[src/rtl/hazard_sched.sv]
// ============================================================================
// Module   : hazard_sched
// Purpose  : Stall/flush/halt scheduler for the 5-stage MIPS pipeline; drives
//            PC, IF/ID and ID/EX write codes and keeps stall/flush counters.
//            Optional macro HAZARD_FORWARD_EN selects the forwarding hazard rule.
// Revision : 1.0 - initial release
// ============================================================================
`default_nettype none

module hazard_sched #(
  parameter int FLUSH_CYCLES = 1,
  parameter int DRAIN_CYCLES = 3,
  parameter int CNT_W        = 16
) (
  input  logic             clk,
  input  logic             rst,
  input  logic [4:0]       id_rs,
  input  logic [4:0]       id_rt,
  input  logic             id_uses_rs,
  input  logic             id_uses_rt,
  input  logic             id_jump,
  input  logic             ex_regwrite,
  input  logic             ex_memread,
  input  logic [4:0]       ex_dst,
  input  logic             mem_regwrite,
  input  logic [4:0]       mem_dst,
  input  logic             ex_branch_taken,
  input  logic             halt_req,
  output logic [2:0]       pc_ctl,
  output logic [2:0]       ifid_ctl,
  output logic [2:0]       idex_ctl,
  output logic             halted,
  output logic [CNT_W-1:0] stall_cnt,
  output logic [CNT_W-1:0] flush_cnt
);

  localparam logic [2:0]       c_RUN      = 3'b111;
  localparam logic [2:0]       c_HOLD     = 3'b010;
  localparam logic [2:0]       c_FLUSH    = 3'b000;
  localparam logic [3:0]       c_FLUSH_LD = 4'(FLUSH_CYCLES);
  localparam logic [3:0]       c_DRAIN_LD = 4'(DRAIN_CYCLES);
  localparam logic [CNT_W-1:0] c_CNT_ONE  = CNT_W'(1);

  typedef enum logic [1:0] {
    S_RUN   = 2'd0,
    S_FLUSH = 2'd1,
    S_DRAIN = 2'd2,
    S_HALT  = 2'd3
  } state_t;

  state_t           r_state;
  state_t           w_state_next;
  logic [3:0]       r_cnt;
  logic [3:0]       w_cnt_next;
  logic [CNT_W-1:0] r_stall_cnt;
  logic [CNT_W-1:0] r_flush_cnt;
  logic             w_stall_inc;
  logic             w_flush_inc;
  logic             w_hazard;
  logic             w_unused;

  function automatic logic f_match(input logic [4:0] reg_id, input logic [4:0] rs,
                                   input logic [4:0] rt, input logic use_rs,
                                   input logic use_rt);
    return (reg_id != 5'd0) && ((use_rs && (reg_id == rs)) || (use_rt && (reg_id == rt)));
  endfunction

`ifdef HAZARD_FORWARD_EN
  // Only a load in EX cannot be forwarded in time; MEM results are bypassed.
  assign w_hazard = ex_regwrite && ex_memread &&
                    f_match(ex_dst, id_rs, id_rt, id_uses_rs, id_uses_rt);
  assign w_unused = ^{mem_regwrite, mem_dst};
`else
  assign w_hazard = (ex_regwrite  && f_match(ex_dst,  id_rs, id_rt, id_uses_rs, id_uses_rt)) ||
                    (mem_regwrite && f_match(mem_dst, id_rs, id_rt, id_uses_rs, id_uses_rt));
  assign w_unused = ex_memread;
`endif

  always_comb begin
    w_state_next = r_state;
    w_cnt_next   = r_cnt;
    pc_ctl       = c_RUN;
    ifid_ctl     = c_RUN;
    idex_ctl     = c_RUN;
    w_stall_inc  = 1'b0;
    w_flush_inc  = 1'b0;
    case (r_state)
      S_RUN: begin
        if (ex_branch_taken) begin
          ifid_ctl     = c_FLUSH;
          idex_ctl     = c_FLUSH;
          w_state_next = S_FLUSH;
          w_cnt_next   = c_FLUSH_LD;
          w_flush_inc  = 1'b1;
        end else if (w_hazard) begin
          pc_ctl      = c_HOLD;
          ifid_ctl    = c_HOLD;
          idex_ctl    = c_FLUSH;
          w_stall_inc = 1'b1;
        end else if (halt_req) begin
          pc_ctl       = c_HOLD;
          ifid_ctl     = c_FLUSH;
          idex_ctl     = c_FLUSH;
          w_state_next = S_DRAIN;
          w_cnt_next   = c_DRAIN_LD;
        end else if (id_jump) begin
          ifid_ctl    = c_FLUSH;
          w_flush_inc = 1'b1;
        end
      end
      S_FLUSH: begin
        // IF/ID is squashed here, so ID-stage hazards and jumps are moot.
        ifid_ctl = c_FLUSH;
        if (ex_branch_taken) begin
          idex_ctl    = c_FLUSH;
          w_cnt_next  = c_FLUSH_LD;
          w_flush_inc = 1'b1;
        end else if (r_cnt <= 4'd1) begin
          w_state_next = S_RUN;
        end else begin
          w_cnt_next = r_cnt - 4'd1;
        end
      end
      S_DRAIN: begin
        pc_ctl   = c_HOLD;
        ifid_ctl = c_FLUSH;
        idex_ctl = c_FLUSH;
        if (r_cnt <= 4'd1) begin
          w_state_next = S_HALT;
        end else begin
          w_cnt_next = r_cnt - 4'd1;
        end
      end
      S_HALT: begin
        pc_ctl   = c_HOLD;
        ifid_ctl = c_HOLD;
        idex_ctl = c_HOLD;
      end
      default: begin
        w_state_next = S_RUN;
      end
    endcase
    if (rst) begin
      pc_ctl   = c_FLUSH;
      ifid_ctl = c_FLUSH;
      idex_ctl = c_FLUSH;
    end
  end

  always_ff @(posedge clk) begin
    if (rst) begin
      r_state     <= S_RUN;
      r_cnt       <= 4'd0;
      r_stall_cnt <= '0;
      r_flush_cnt <= '0;
    end else begin
      r_state <= w_state_next;
      r_cnt   <= w_cnt_next;
      if (w_stall_inc && (r_stall_cnt != '1)) begin
        r_stall_cnt <= r_stall_cnt + c_CNT_ONE;
      end
      if (w_flush_inc && (r_flush_cnt != '1)) begin
        r_flush_cnt <= r_flush_cnt + c_CNT_ONE;
      end
    end
  end

  assign halted    = (r_state == S_HALT) && !rst;
  assign stall_cnt = r_stall_cnt;
  assign flush_cnt = r_flush_cnt;

endmodule

`default_nettype wire

[config.mk]
export PLATFORM = sky130hd
export DESIGN_NAME = hazard_sched
export DESIGN_NICKNAME = d
export VERILOG_FILES = /design/src/rtl/hazard_sched.sv
export SDC_FILE = /design/constraint.sdc
export NUM_CORES = 1
export LEC_CHECK = 0
export BUFFER_PORTS_ARGS = -buffer_cell sky130_fd_sc_hd__buf_2
export CAP_MARGIN = 20
export CORE_ASPECT_RATIO = 0.6
export CORE_MARGIN = 2
export CORE_UTILIZATION = 54
export CTS_CLUSTER_DIAMETER = 50
export DETAILED_ROUTE_END_ITERATION = 8
export GPL_TIMING_DRIVEN = 1
export PLACE_DENSITY = 0.8
export SKIP_LAST_GASP = 1
export SLEW_MARGIN = 20
export SYNTH_ARGS = -nofsm -noshare
export SYNTH_HDL_FRONTEND = slang
export SYNTH_SLANG_ARGS = --single-unit
[constraint.sdc]
create_clock -name clk -period 2.6 [get_ports clk]
set_clock_uncertainty 0.05 [all_clocks]
set_input_delay 0.13 -clock clk [delete_from_list [all_inputs] [get_ports clk]]
set_output_delay 0.13 -clock clk [all_outputs]
set_load 0.01 [all_outputs]
; Yosys cells after proc, flatten, opt, wreduce, memory -nomap -nowiden
; Index checks and enable logic that the tools add are counted.
[op_classes]
n_addsub = 3
n_lt_le_gt_ge = 1
eq_ne = 14
n_mux = 39
reduce_logical = 23
[op_table]
columns = operator, n
row1 = $mux W3, 14
row2 = $add A16 B1 Y16 const B, 2
row3 = $ne A16 B16 Y1 const B, 2
row4 = $eq A5 B5 Y1, 4
row5 = $mux W4, 5
row6 = $mux W2, 6
row7 = $pmux W3 S4, 1
row8 = $pmux W4 S3, 1
row9 = $logic_and A1 B1 Y1, 11
row10 = $reduce_bool A5 Y1, 2
row11 = $pmux W3 S3, 1
row12 = $mux W1, 8
row13 = $ne A2 B2 Y1 const B, 3
row14 = $ne A3 B3 Y1 const B, 2
row15 = $pmux W2 S3, 1
row16 = $pmux W3 S2, 1
row17 = $reduce_and A6 Y1, 1
row18 = $eq A2 B2 Y1 const B, 2
row19 = $le A4 B1 Y1 const B, 1
row20 = $reduce_or A2 Y1, 2
row21 = $sub A4 B1 Y4 const B, 1
row22 = $logic_or A1 B1 Y1, 3
row23 = $reduce_and A3 Y1, 1
row24 = $reduce_bool A3 Y1, 1
row25 = other kinds (4), 4
[word_totals]
reg_bits = 38
inputBits = 30

; Longest topological paths before layout
; Gate-level depths: netlist of the first run.
[depth]
word_depth = 10
mapped_depth = 10

; Least setup slack after synthesis of the first run
; No wires, ideal clock.
[synth_timing]
kind = reg2reg
start = reg r_state[1]
end = reg r_flush_cnt[13] (netlist: flush_cnt[13])
setup_ps = 123
arrival_ps = 2085
required_time_ps = 2427
path_slack_ps = 342
stages_incl_launch_ff = 11
path_buffers = 2
synth_period_minus_slack_ps = 2258
cell_sequence = dfxtp_1 inv_1 ha_1 buf_2 nand2_1 o21ai_1 and4_1 clkbuf_1 and3_1 o2111ai_1 mux2_1
[synth_via]
elab_chain_cells = 3
elab_cells_between_ends = 4
[synth_rtl]
columns = element, line
row1 = "start, declared", 51  ; state_t r_state;
row2 = "start signal, assigned", 157  ; r_state <= w_state_next;
row3 = $eq A2 B1 Y1 or $logic_not A2 Y1 (tied branches), 87  ; case (r_state)
row4 = $pmux W1 S2 *, 87
row5 = $logic_and A1 B1 Y1 *, 162  ; if (w_flush_inc && (r_flush_cnt != '1)) begin
row6 = "end signal, assigned", 163  ; r_flush_cnt <= r_flush_cnt + c_CNT_ONE;
row7 = "end, declared", 56  ; logic [CNT_W-1:0] r_flush_cnt;
; Mark *: on every way between the ends. The rest lies on a longest branch, timed or not.
; A chain may end at the register's enable or synchronous reset.

; Final worst setup path of the first run
; Ends and elaborated chain as after synthesis.

==> results of run 1 <==
-- cell usage in the layout, fill, tap and decap left out, drive strengths merged, types with 2 or more instances in the layout --
cell type and count:
and4 3, nor2 33, nand2 27, o211ai 2, o31ai 5, and3 10, ha 10, nor3 9
or3 2, nand4 13, nor2b 28, a21oi 22, a211oi 2, a31oi 3, xnor2 21, and2 3
a221oi 2, clkbuf 6, nor4 5, o21a 3, nand3b 2, clkinv 2, or4 8, inv 8
dfxtp 38, o21ai 11, mux2 24, o22ai 2, a22oi 2, buf 79, nand3 15, mux2i 4
-- through the flow --
stage | total power, mW | cells | hold slack, ps
global route | 2.21 | 485 | 145
global placement | 1.59 | 477 | 431
CTS | 2.05 | 485 | 125
floorplan | 1.37 | 356 | 307
detailed placement | 1.62 | 477 | 449
finish | 2.05 | 485 | 136
-- layout make-up --
cell class	count	area share (%)
Clock buffer	6	2.45
Clock inverter	2	0.372
Inverter	9	1.00
Multi-Input combinational cell	285	58.7
Sequential cell	38	22.6
Tap cell	66	2.45
Timing Repair Buffer	79	12.4
-- flip-flops by register name, summed over array words and instances, names as in the netlist --
| signal | cells |
|---|---|
| r_cnt | 4 |
| flush_cnt | 16 |
| r_state | 2 |
| stall_cnt | 16 |
-- logic make-up (layout without fill, tap and decap cells) --
family	count (synthesis)	after routing
DFF	38	38
and+or+nand+nor	160	160
AOI/OAI and AO/OA	65	65
buffers and inverters	33	96
xor gates and xnor gates	22	22
adders and majority gates	10	10
muxes	28	28
-- Yosys cell counts (3+ instances only) --
cell,count
mux2_1,5
o21a_1,3
dfxtp_1,38
clkbuf_1,9
nand2_1,27
nor4_1,5
buf_2,3
nor3_1,9
nand4_1,13
or4_1,7
a21oi_1,17
a31oi_1,3
o21ai_0,10
mux2_4,6
buf_6,5
inv_1,8
xnor2_1,21
buf_4,5
nor2_1,33
a21oi_2,5
o31ai_1,5
and2_1,3
nand3_2,3
and3_1,9
mux2i_1,4
ha_1,10
nor2b_1,28
nand3_1,12
mux2_2,13
-- worst max path at each step --
stage / from / to / slack (ps)
6_report: r_state[1]$_SDFFE_PP0P_ / flush_cnt[13]$_SDFFE_PP0P_ / 220
5_1_grt: r_state[0]$_SDFFE_PP0P_ / flush_cnt[13]$_SDFFE_PP0P_ / 20
4_1_cts: id_rs[2] / ifid_ctl[1] / 230
3_5_place_dp: id_rs[2] / r_cnt[0]$_SDFFE_PP0P_ / 170
3_3_place_gp: mem_dst[2] / r_cnt[0]$_SDFFE_PP0P_ / 240
2_1_floorplan: r_state[1]$_SDFFE_PP0P_ / flush_cnt[13]$_SDFFE_PP0P_ / 340
-- worst max-delay path, delay by kind of cell (launching register included) --
kind	cells	cell delay, ps
buffers and inverters	1	120
AND/OR/NAND/NOR	3	660
adder cells (fa/ha/maj)	1	340
multiplexers	1	330
AO/OA/AOI/OAI	2	390
flip-flops	1	380
-- power by group through the flow --
stage	Clock (mW)	Combinational (mW)	Sequential [mW]
6_report	0.436	0.932	0.686
5_1_grt	0.473	1.04	0.692
4_1_cts	0.447	0.924	0.683
3_5_place_dp	0	0.918	0.697
3_3_place_gp	0	0.894	0.695
2_1_floorplan	0	0.686	0.688
-- layer usage --
layer	vias to the layer above	wire, um	global-route usage [%]
li1	1400	-	-
met1	1352	3680	36.7
met2	76	3080	37.9
met3	4	401	5.07
met4	0	35	3.72
met5	-	0	0
==> metrics.txt, run 1 <==
status=completed; Final Cell Area=0.00336 mm^2; initial antenna violation count=0; Die Span Y=60.9 um; critical path's largest stage delay=380 ps; Post-synth EDFFs=0; Synth Area in XOR/XNOR=6.60%; Iter 0 DRT Violations=206; switching share of total power=39.7%; DRT antenna net count=0; routed vias=2832; HPWL Detailed=5510 um; I/O pin count=72; Post-Syn Area per Cell=8.20 um^2; Pleak=1.45 nW; Post-Syn Area=0.00292 mm^2; Worst Hold Path EP=r_state[0]$_SDFFE_PP0P_; Final setup viols=0; Yosys warnings=0; post-synthesis compound-gate area fraction=15.5%; FF/Latch Area=761 um^2; Mapped Cells=356; FF-to-FF Start=r_state[1]$_SDFFE_PP0P_; clock sink total=38; top cells by area, synth=dfxtp_1 (26%), xnor2_1 (6.3%), nor2b_1 (6.0%); clk slew on worst S/H paths=80 ps; power share of the combinational group=45.4%; hold crit path type=in -> reg; relative slew slack=66.9%; Initial Utilization=56.9%; HP Start=halt_req; vias in the first global route=2430; critical path peak fanout=8; RSZ-0062 raised after global routing=no; number of max-cap violations=0; clock share of power=21.2%; multi-input logic area=0.00197 mm^2; Remaining Overflow, GRT=0; Core Footprint=0.00513 mm^2; Bufs on Longest Clock Path=2; Syn Nets=396; clk_lat worst skew=290 ps; first-pass GRT wire length=11900 um; Hold Violations, Final=0; Seq/Total Area, Yosys=26.1%; multiplexer share of the synthesized area=11.4%; post-synth cell types=60; Sequential Power Share=33.4%; Port Buffers=70; Final Max Slew Viols=0; share of cells above drive strength 1=29.6%; GP Congestion=0.870; top_reg_cell synth=dfxtp_1; Area growth, synth to finish=15.3%; Area after DPL=0.00327 mm^2; First-pass DRT Iterations=5; Post-CTS Setup Repair Bufs=0; Critical-path top delay cell=dfxtp_1; fin worst setup slack=223 ps; hold path cells=3; Synth Area in Adders=4.29%; maximum vdd drop=0.292 mV; crit share post-route=91.4%; cell area power density=610 mW/mm^2; hold buffer count at CTS=0; Vias/cell=5.84; Final #Nets=458; Yosys reg bits=38; RR Endpoint=flush_cnt[13]$_SDFFE_PP0P_; CTS tree=done; CP arrival=2510 ps; post-place setup slack=172 ps; largest area contributor in the netlist=dfxtp_1; slew of the pin with the lowest slew margin=484 ps; DRT Wirelength=7200 um; post-synth top area share=26.1%; largest family of logic cells by synthesized area=simple AND/OR/NAND/NOR gates; NetSw=0.815 mW; Fmax=421 MHz; ANT cells=0; Util after Layout=65.6%; Routed wire per std cell=14.9 um; largest net degree at the start of global routing=33; CP endpoint kind=flip-flop; Die Width=98.9 um; Cell Chain, Critical Path=inv_1, ha_1, nand2_1, o21ai_1, and4_1, and3_1, o2111ai_1, mux2_1; FF-to-FF path depth=8; row count=20; # H-tree levels=2; Worst setup SP type=flip-flop; Async SR Flop Fraction=0%; clk root buf=clkbuf_8; DIE AREA=0.00603 mm^2; DR DRC count=0; WP data required=2740 ps; total CTS buffers=5; Synth Area in Simple Gates=29.8%; CTS-repair resized insts=0; P_int=1.24 mW; # fillers=441; Crit Path Category=reg -> reg; register-to-register setup slack=220 ps; Total GRT Usage=24.7%; Period minus WS final=2380 ps; Setup TNS=0 ps
Note: power is estimated with default switching activity, not from simulation.
==> run 2: changes to the inputs <==
--- a/config.mk
+++ b/config.mk
@@ -7,7 +7,6 @@
 export LEC_CHECK = 0
 export BUFFER_PORTS_ARGS = -buffer_cell sky130_fd_sc_hd__buf_2
 export CAP_MARGIN = 20
-export CORE_ASPECT_RATIO = 0.6
 export CORE_MARGIN = 2
 export CORE_UTILIZATION = 54
 export CTS_CLUSTER_DIAMETER = 50
==> metrics.txt, run 2 (same netlist as run 1, synthesis figures left out) <==
status=completed; Port Buffers=70; # fillers=439; # H-tree levels=2; critical path peak fanout=15; cell area power density=622 mW/mm^2; Bufs on Longest Clock Path=2; hold crit path type=in -> reg; Hold Slack=144 ps; Routed wire per std cell=14.0 um; CP endpoint kind=flip-flop; Hold Violations, Final=0; most frequent cells in the layout=buf_2 (70), dfxtp_1 (38), nor2_1 (33); RSZ-0062 raised after global routing=no; DRT Wirelength=6830 um; Initial Utilization=56.4%; Area growth, synth to finish=15.8%; DRT antenna net count=0; Total GRT Usage=23.3%; initial antenna violation count=0; share of cells above drive strength 1=29.0%; slew of the pin with the lowest slew margin=622 ps; ANT cells=0; First-pass DRT Iterations=4; Die Width=77.5 um; clk_lat worst skew=300 ps; vias in the first global route=2688; GP Congestion=0.802; WP data required=2740 ps; Vias/cell=5.72; Crit Path Category=reg -> reg; Period minus WS final=2300 ps; hold buffer count at CTS=0; CTS tree=done; clock sink total=38; Die Span Y=77.5 um; most common cell after layout, fill and taps aside=buf_2; Setup TNS=0 ps; Iter 0 DRT Violations=140; DIE AREA=0.00601 mm^2; crit share post-route=88.5%; Remaining Overflow, GRT=0; CTS-repair resized insts=0; register-to-register setup slack=300 ps; HPWL Detailed=4910 um; Final setup viols=0; Fmax=434 MHz; number of max-cap violations=0; Core Footprint=0.00517 mm^2; relative slew slack=58.5%; clk slew on worst S/H paths=80 ps; CP arrival=2440 ps; DR DRC count=0; first-pass GRT wire length=11700 um; largest net degree at the start of global routing=37; Pleak=1.45 nW; total CTS buffers=5; Worst setup SP type=flip-flop; maximum vdd drop=0.404 mV; I/O pin count=72; Final Max Slew Viols=0; row count=26; Post-CTS Setup Repair Bufs=0; clk root buf=clkbuf_8; Final #Nets=456; routed vias=2784
-- run 2: cell count changes in the layout (fill, tap and decap cells not counted), sizes merged --
cell,change
clkinv,+1
clkinvlp,-1
buf,-2
clkbuf,-1
bufinv,+1
-- run 2: through the flow --
step	worst slack [ps]	util, %	cell area [um^2]	cells	power, mW
3_3_place_gp	409	63.2	3270	479	1.57
2_1_floorplan	342	-	2920	356	1.37
5_1_grt	144	65.3	3380	487	2.25
6_report	298	65.3	3380	487	2.10
4_1_cts	321	65.3	3380	487	2.11
3_5_place_dp	358	63.2	3270	479	1.61
-- run 2: critical path, stage by stage, from the launching register on --
cell,delay (ps)
dfxtp_1,420
ha_1,250
nand3_1,150
or4_4,670
and3_1,230
o21ai_0,80
mux2_2,350
-- run 2: worst paths after layout --
path,depth (start not counted),endpoint,from
max reg2reg,6,flush_cnt[14]$_SDFFE_PP0P_,flush_cnt[1]$_SDFFE_PP0P_
min reg2reg,2,stall_cnt[7]$_SDFFE_PP0P_,stall_cnt[7]$_SDFFE_PP0P_
min,3,r_state[1]$_SDFFE_PP0P_,halt_req
max,6,flush_cnt[14]$_SDFFE_PP0P_,flush_cnt[1]$_SDFFE_PP0P_
-- run 2: final cells by class --
class,instances,area [um^2],area share [%]
multi-input cells,285,1970,58.4
flip-flops and latches,38,761,22.5
repair buffers,77,415,12.3
well taps,70,87.6,2.59
clock buffers,5,68.8,2.04
clock inverters,3,40.0,1.18
inverters,9,33.8,1.00
-- run 2: per-layer routing --
metal / track usage, % / up-vias / share of wire, %
met5: 0 / - / 0
met4: 7.68 / 0 / 0.89
met3: 4.30 / 8 / 4.5
met2: 41.8 / 75 / 49
met1: 27.9 / 1300 / 45
li1: - / 1401 / -
-- run 2: power breakdown --
| group | switching, mW | total [mW] | internal (mW) |
|---|---|---|---|
| Sequential | 0.0552 | 0.682 | 0.627 |
| Combinational | 0.525 | 0.922 | 0.398 |
| Clock | 0.215 | 0.498 | 0.282 |
==> run 3: changes to the inputs <==
--- a/config.mk
+++ b/config.mk
@@ -5,6 +5,7 @@
 export SDC_FILE = /design/constraint.sdc
 export NUM_CORES = 1
 export LEC_CHECK = 0
+export ABC_AREA = 1
 export BUFFER_PORTS_ARGS = -buffer_cell sky130_fd_sc_hd__buf_2
 export CAP_MARGIN = 20
 export CORE_MARGIN = 2
==> metrics.txt, run 3 <==
status=completed; CP arrival=2280 ps; clk root buf=clkbuf_8; slew of the pin with the lowest slew margin=450 ps; multi-input logic area=0.00186 mm^2; Port Buffers=70; Post-Syn Area per Cell=6.17 um^2; Period minus WS final=2150 ps; critical path peak fanout=16; largest net degree at the start of global routing=32; most common cell after layout, fill and taps aside=nand2_1; Post-Syn Area=0.00291 mm^2; Pleak=1.66 nW; Post-synth EDFFs=0; cell area power density=610 mW/mm^2; total CTS buffers=5; largest area contributor in the netlist=dfxtp_1; Crit Path Category=reg -> reg; GP Congestion=0.912; crit share post-route=82.8%; FF/Latch Area=761 um^2; Final #Nets=577; Final Max Slew Viols=0; hold crit path type=in -> reg; Syn Nets=512; RSZ-0062 raised after global routing=no; CP endpoint kind=flip-flop; Yosys reg bits=38; Area growth, synth to finish=17.6%; CTS tree=done; DIE AREA=0.00599 mm^2; Area after DPL=0.00328 mm^2; clk_lat worst skew=290 ps; most frequent cells in the layout=nand2_1 (135), buf_2 (70), nor2_1 (57); post-synth cell types=27; Hold Violations, Final=0; Total GRT Usage=23.7%; Iter 0 DRT Violations=214; number of max-cap violations=0; Commonest cells post-synth=nand2_1 (135), nor2_1 (57), inv_1 (54), nand3_1 (41), dfxtp_1 (38); DRT antenna net count=0; First-pass DRT Iterations=5; initial antenna violation count=0; Final setup viols=0; Die Width=77.4 um; hold buffer count at CTS=0; Mapped Cells=472; routed vias=3126; I/O pin count=72; Core Footprint=0.00514 mm^2; # H-tree levels=2; cell with the most instances after synthesis=nand2_1; clock sink total=38; Fmax=464 MHz; Vias/cell=5.14; maximum vdd drop=0.419 mV; Routed wire per std cell=11.5 um; Async SR Flop Fraction=0%; Worst setup SP type=flip-flop; clk slew on worst S/H paths=70 ps; relative slew slack=70.0%; post-synth top area share=26.1%; DRT Wirelength=6970 um; Remaining Overflow, GRT=0; Die Span Y=77.4 um; Seq/Total Area, Yosys=26.1%; share of cells above drive strength 1=17.3%; CTS-repair resized insts=0; row count=26; top_reg_cell synth=dfxtp_1; Final Cell Area=0.00342 mm^2; Bufs on Longest Clock Path=2; WP data required=2730 ps; Yosys warnings=0; Util after Layout=66.6%; ANT cells=0; Post-CTS Setup Repair Bufs=0; Hold Slack=221 ps; Setup TNS=0 ps; vias in the first global route=2952; first-pass GRT wire length=12100 um; Initial Utilization=56.6%; # fillers=474; HPWL Detailed=5140 um; top cells by area, synth=dfxtp_1 (26%), nand2_1 (17%), nor2_1 (7.4%); DR DRC count=0
[run 3: cell count changes after synthesis, moves of 13 or more]
| cell | before | now |
|---|---|---|
| xor2_1 | 1 | 24 |
| inv_1 | 8 | 54 |
| nor2b_1 | 28 | 0 |
| a21oi_1 | 17 | 33 |
| nor2_1 | 33 | 57 |
| nand2_1 | 27 | 135 |
| nand3_1 | 12 | 41 |
| mux2_2 | 13 | 0 |
| xnor2_1 | 21 | 6 |
[run 3: cell families after synthesis]
kind of cell | count (synthesis) | share of synthesized area (%)
xor gates and xnor gates | 30 | 9.03
and+or+nand+nor | 273 | 41.4
buffers and inverters | 70 | 10.1
AOI/OAI and AO/OA | 51 | 9.03
adders and majority gates | 10 | 4.30
DFF | 38 | 26.1
[run 3: worst paths after layout]
kind	slack, ps	to	cells past startpoint	startpoint
min reg2reg	450	flush_cnt[8]$_SDFFE_PP0P_	2	flush_cnt[8]$_SDFFE_PP0P_
max reg2reg	450	stall_cnt[0]$_SDFFE_PP0P_	10	stall_cnt[0]$_SDFFE_PP0P_
min	220	r_cnt[1]$_SDFFE_PP0P_	4	ex_branch_taken
max	450	stall_cnt[0]$_SDFFE_PP0P_	10	stall_cnt[0]$_SDFFE_PP0P_
[run 3: cell type report]
cell class                 instances  area share [%]
clock buffer                       6            2.41
clock inverter                     2            1.75
inverter                          56            6.14
multi-input combinational        364            54.2
sequential                        38            22.2
tap                               70            2.56
timing repair buffer              72            10.7
[run 3: report_power, final]
| part | switching (mW) | internal [mW] | leakage [nW] |
|---|---|---|---|
| combinational | 0.515 | 0.272 | 1.28 |
| sequential | 0.0472 | 0.633 | 0.308 |
| clock | 0.211 | 0.409 | 0.0714 |
| total | 0.774 | 1.31 | 1.66 |
[run 3: layer usage]
layer | up-vias | wire length [um] | global-route usage [%]
met1 | 1383 | 3260 | 29.8
li1 | 1646 | - | -
met2 | 85 | 3310 | 41.0
met3 | 12 | 285 | 3.37
met4 | 0 | 120 | 9.46
met5 | - | 0 | 0
[run 3: stage by stage]
| stage | instances | worst slack (ps) | total power, mW |
|---|---|---|---|
| after floorplan | 472 | 587 | 1.30 |
| after global placement | 600 | 554 | 1.45 |
| after detailed placement | 600 | 499 | 1.47 |
| after CTS | 608 | 478 | 2.10 |
| after global routing | 608 | 226 | 2.26 |
| final | 608 | 446 | 2.09 |
[run 3: worst max-delay path, cell delays in order, from the launching register on]
cell and delay [ps]:
dfxtp_1 380, ha_1 210, nand2_2 90, nor3b_4 310, nand2_2 130, nor3_2 160, nand2_2 250, nand3_4 290
nand2_1 80, nand2_1 60, nor2_1 40
